==> src/rtl/bcd_tick_counter.sv <==
// Multi-digit packed-BCD up/down counter advanced by an internal prescaler.
// Synchronous clear/load, wrap-or-saturate limits, and step/wrap strobes.
module bcd_tick_counter #(
  parameter int DIGITS   = 4,
  parameter int PRESCALE = 50000000
) (
  input  logic                  clk,
  input  logic                  rst_n,
  input  logic                  en,
  input  logic                  up,
  input  logic                  sat,
  input  logic                  clr,
  input  logic                  load,
  input  logic [4*DIGITS-1:0]   load_val,
  output logic [4*DIGITS-1:0]   digits,
  output logic                  step,
  output logic                  wrap,
  output logic                  at_limit
);

  localparam int W  = 4 * DIGITS;
  localparam int PW = (PRESCALE > 1) ? $clog2(PRESCALE) : 1;
  localparam logic [PW-1:0] PMAX = PW'(PRESCALE - 1);

  logic [PW-1:0] presc;
  logic          tick;
  logic [W-1:0]  inc_val;
  logic [W-1:0]  dec_val;
  logic [W-1:0]  clamp_val;
  logic          all9;
  logic          all0;

  assign tick     = en && (presc == PMAX);
  assign at_limit = up ? all9 : all0;

  // Ripple carry/borrow across digits; all-9 increments to all-0 and
  // all-0 decrements to all-9, so the wrap result falls out naturally.
  always_comb begin
    logic       c;
    logic       b;
    logic [3:0] d;
    logic [3:0] lv;
    inc_val   = '0;
    dec_val   = '0;
    clamp_val = '0;
    all9      = 1'b1;
    all0      = 1'b1;
    c         = 1'b1;
    b         = 1'b1;
    d         = '0;
    lv        = '0;
    for (int i = 0; i < DIGITS; i++) begin
      d    = digits[4*i +: 4];
      all9 = all9 & (d == 4'd9);
      all0 = all0 & (d == 4'd0);
      if (c) begin
        if (d == 4'd9) begin
          inc_val[4*i +: 4] = 4'd0;
        end else begin
          inc_val[4*i +: 4] = d + 4'd1;
          c = 1'b0;
        end
      end else begin
        inc_val[4*i +: 4] = d;
      end
      if (b) begin
        if (d == 4'd0) begin
          dec_val[4*i +: 4] = 4'd9;
        end else begin
          dec_val[4*i +: 4] = d - 4'd1;
          b = 1'b0;
        end
      end else begin
        dec_val[4*i +: 4] = d;
      end
      lv = load_val[4*i +: 4];
      clamp_val[4*i +: 4] = (lv > 4'd9) ? 4'd9 : lv;
    end
  end

  always_ff @(posedge clk or negedge rst_n) begin
    if (!rst_n) begin
      digits <= '0;
      presc  <= '0;
      step   <= 1'b0;
      wrap   <= 1'b0;
    end else begin
      step <= 1'b0;
      wrap <= 1'b0;
      if (clr) begin
        digits <= '0;
        presc  <= '0;
      end else if (load) begin
        digits <= clamp_val;
        presc  <= '0;
      end else if (en) begin
        presc <= tick ? '0 : presc + PW'(1);
        if (tick) begin
          if (up) begin
            if (!(all9 && sat)) begin
              digits <= inc_val;
              step   <= 1'b1;
              wrap   <= all9;
            end
          end else begin
            if (!(all0 && sat)) begin
              digits <= dec_val;
              step   <= 1'b1;
              wrap   <= all0;
            end
          end
        end
      end
    end
  end

endmodule

==> config.mk <==
export PLATFORM = sky130hd
export DESIGN_NAME = bcd_tick_counter
export DESIGN_NICKNAME = d
export VERILOG_FILES = /design/src/rtl/bcd_tick_counter.sv
export SDC_FILE = /design/constraint.sdc
export NUM_CORES = 1
export LEC_CHECK = 0
export ABC_AREA = 1
export BUFFER_PORTS_ARGS = -buffer_cell sky130_fd_sc_hd__buf_2
export CORE_MARGIN = 1.5
export CORE_UTILIZATION = 60
export CTS_CLUSTER_SIZE = 30
export DETAILED_ROUTE_END_ITERATION = 7
export GPL_TIMING_DRIVEN = 0
export PLACE_DENSITY_LB_ADDON = 0.1
export REMOVE_ABC_BUFFERS = 1
export SLEW_MARGIN = 20
export SYNTH_ARGS = -nofsm -noshare
export SYNTH_HDL_FRONTEND = slang
export SYNTH_SLANG_ARGS = --single-unit
==> constraint.sdc <==
create_clock -name clk -period 3.5 [get_ports clk]
set_input_delay 0.525 -clock clk [delete_from_list [all_inputs] [get_ports clk]]
set_output_delay 0.525 -clock clk [all_outputs]
set_load 0.005 [all_outputs]
==> impl_results.md <==
* CTS max path bufs at 2
* CTS Buf Count at 5
* Sw frac at 33.7%
* Wire length on met1 at 3640 um
* Grt total ovfl at 0
* CP max FO at 7
* Initial core utilization at 63.7%
* DP Wirelength at 5990 um
* Worst Tran Pin Value at 0.714 ns
* Netlist cell types at 34
* DR DRC count at 0
* Final setup vio count at 0
* Avg Cell Area, Syn at 6.71 um2
* Crit path cell chain: inv_1 -> ha_1 -> nand2_1 -> nor2_1 -> inv_1 -> nor2_1 -> nand3_1 -> o21ai_1 -> buf_2
* Int Pwr at 0.871 mW
* Row count at 26
* Status: finished clean
* Placed inst area at 3580 um2
* First-pass GRT wire length at 14,300 um
* Fmax at 389 MHz
* Vias at 3,429
* CTS Hold Buffers Added at 0
* Pwr/cell area at 356 nW/um2
* Area Growth Syn to Fin at 10.6%
* Clock network power share at 29.9%
* Ant diodes at 0
* CTS tree: done
* Clock skew at 0.0131 ns
* Worst Setup End Kind: output port
* Worst-path clk slew at 0.09 ns
* Metal2 WL at 4040 um
* RSZ-0062 raised after global routing: no
* Worst ir drop on vdd at 0.208 mV
* Post-route minimum period at 2.57 ns
* Die W at 77.6 um
* GPL Wtd Cong at 0.947
* Critical Path RT at 2.97 ns
* PostCTS Resize Cnt at 0
* Fin. max-slew vios at 0
* Core Box Area at 5240 um2
* DR pass1 iterations at 5
* Setup ws final at 0.931 ns
* Total GRT Usage at 29.0%
* Post-route cell area at 3690 um2
* Crit path max-delay cell type: dfrtp_1
* Hold Crit Class: in -> async
* Clock Tree Root: clkbuf_8
* Max-slew headroom at 52.2%
* Dpl ws at 1.07 ns
* Share of layout cells above drive strength 1 at 13.8%
* Final nets at 568
* CP arrival at 2.04 ns
* Die Ht at 77.6 um
* ANT nets after route at 0
* Drt initial violations at 309
* Final Hold Fails at 0
* Total power at 1.31 mW
* Vias per cell at 5.66
* Post-Route WL at 8190 um
* Clk Latency, worst-skew pair at 0.30 ns
* Synth warn at 0
* Seq/Total Area, Yosys at 33.0%
* H-tree Lvls at 2
* Die area at 6010 um2
* Max_cap viols at 0
* Post-CTS setup buffers at 0
* Critical path class: reg -> out
* Num ports at 42
* Synth Instances at 497
* Finished Core Util at 70.4%
* I/O Buffers at 41
* Yosys reg bits at 44
* Initial antenna violation count at 0
* Uppermost routed layer: met4
* Sw Pwr at 0.443 mW
* TNS Setup at 0 ns
* CP Launch Type: flip-flop
* Met3 WL at 293 um
* Seq pwr share at 44.8%
* Syn Std Cell Area at 3330 um2
* Slowest stage delay, CP at 0.47 ns
* Drt wl/cell at 13.5 um
* Largest net degree at the start of global routing at 45
* Number of global-route vias before repair at 3,300
* Clock sinks at 44
* Final period utilization at 73.4%
* Comb power frac at 25.3%
* Leakage at 1.78 nW
## layer usage
layer	vias up	track usage [%]
met3	29	4.59
met4	0	10.5
met5	-	0
met1	1580	34.1
li1	1714	-
met2	106	53.0
## area by class of cell
class / count / area [um2]
fillers: 448 / 1550
inverters: 49 / 184
repair buffers: 41 / 208
flip-flops and latches: 44 / 1100
clock buffers: 6 / 72.6
clock inverters: 2 / 35.0
well taps: 70 / 87.6
multi-input cells: 394 / 2000
## placed cells by master (no fill, tap or decap), types with 2 or more instances in the layout
| cell | instances |
|---|---|
| nand2_1 | 128 |
| nor2_1 | 74 |
| nand3_1 | 53 |
| inv_1 | 44 |
| dfrtp_1 | 44 |
| buf_2 | 40 |
| a21oi_1 | 27 |
| o21ai_0 | 27 |
| nand4_1 | 14 |
| ha_1 | 10 |
| nor3_1 | 9 |
| xor2_1 | 9 |
| o211ai_1 | 7 |
| nor2_4 | 6 |
| inv_2 | 5 |
| clkbuf_8 | 5 |
| nand3_2 | 4 |
| nand3b_1 | 4 |
| nand2_2 | 3 |
| nor2_2 | 3 |
| o21ai_1 | 2 |
| nor3b_1 | 2 |
| a31oi_1 | 2 |
| xnor2_1 | 2 |
## through the flow
stage | hold slack [ns] | std cells
floorplan | 0.229 | 487
global placement | 0.476 | 598
detailed placement | 0.481 | 598
CTS | 0.424 | 606
global route | 0.266 | 606
finish | 0.211 | 606
## critical path: cells and delay by family (launching register included)
kind                     cells  cell delay [ns]
AO/OA/AOI/OAI                1             0.17
adder cells (fa/ha/maj)      1             0.20
buffers and inverters        3             0.41
flip-flops                   1             0.47
AND/OR/NAND/NOR              4             0.50
## registers in the layout (all words and copies together), names as in the netlist
register  flops
presc        26
digits       16
step          1
wrap          1
## kinds of logic after synthesis
| kind of cell | Yosys count | share of synthesized area (%) |
|---|---|---|
| buf+inv | 59 | 7.02 |
| simple gates | 305 | 41.8 |
| flops | 44 | 33.0 |
| xor+xnor | 11 | 2.89 |
| compound gates | 68 | 11.6 |
| fa+ha+maj | 10 | 3.75 |
## synthesized netlist by cell type (all sizes together)
cell    instances  share of area, %
nor3b           2              0.45
nor3           10               1.7
o211ai          7               1.6
nand4          15               3.0
nand3b          4              0.90
and3            1              0.19
o21a            1              0.23
inv            49               5.5
nand2         132                15
a21oi          28               4.5
o21ai          30               4.8
xor2            9               2.4
nor4            1              0.19
xnor2           2              0.53
dfrtp          44                33
nand3          57               9.2
nor2           83                11
a31oi           2              0.38
clkbuf          3              0.38
buf             7               1.1
ha             10               3.8
## worst paths after layout
check	start	depth (start not counted)	to	slack [ns]
worst max-delay path	digits[8]$_DFFE_PN0P_	9	at_limit	0.93
worst min-delay path	rst_n	1	digits[0]$_DFFE_PN0P_	0.21
worst max register to register	presc[1]$_DFFE_PN0N_	8	digits[9]$_DFFE_PN0P_	1.36
worst min register to register	presc[13]$_DFFE_PN0N_	1	presc[13]$_DFFE_PN0N_	0.50
max in group asynchronous	rst_n	1	presc[25]$_DFFE_PN0N_	2.88
min in group clk	sat	2	wrap$_DFF_PN0_	0.42
## power groups by stage
stage	clock network [mW]	logic, mW	registers (mW)
global route	0.412	0.383	0.595
CTS	0.393	0.330	0.589
detailed placement	0	0.328	0.599
global placement	0	0.320	0.597
finish	0.392	0.332	0.589
floorplan	0	0.221	0.590
Power figures use the tool's default switching activity.
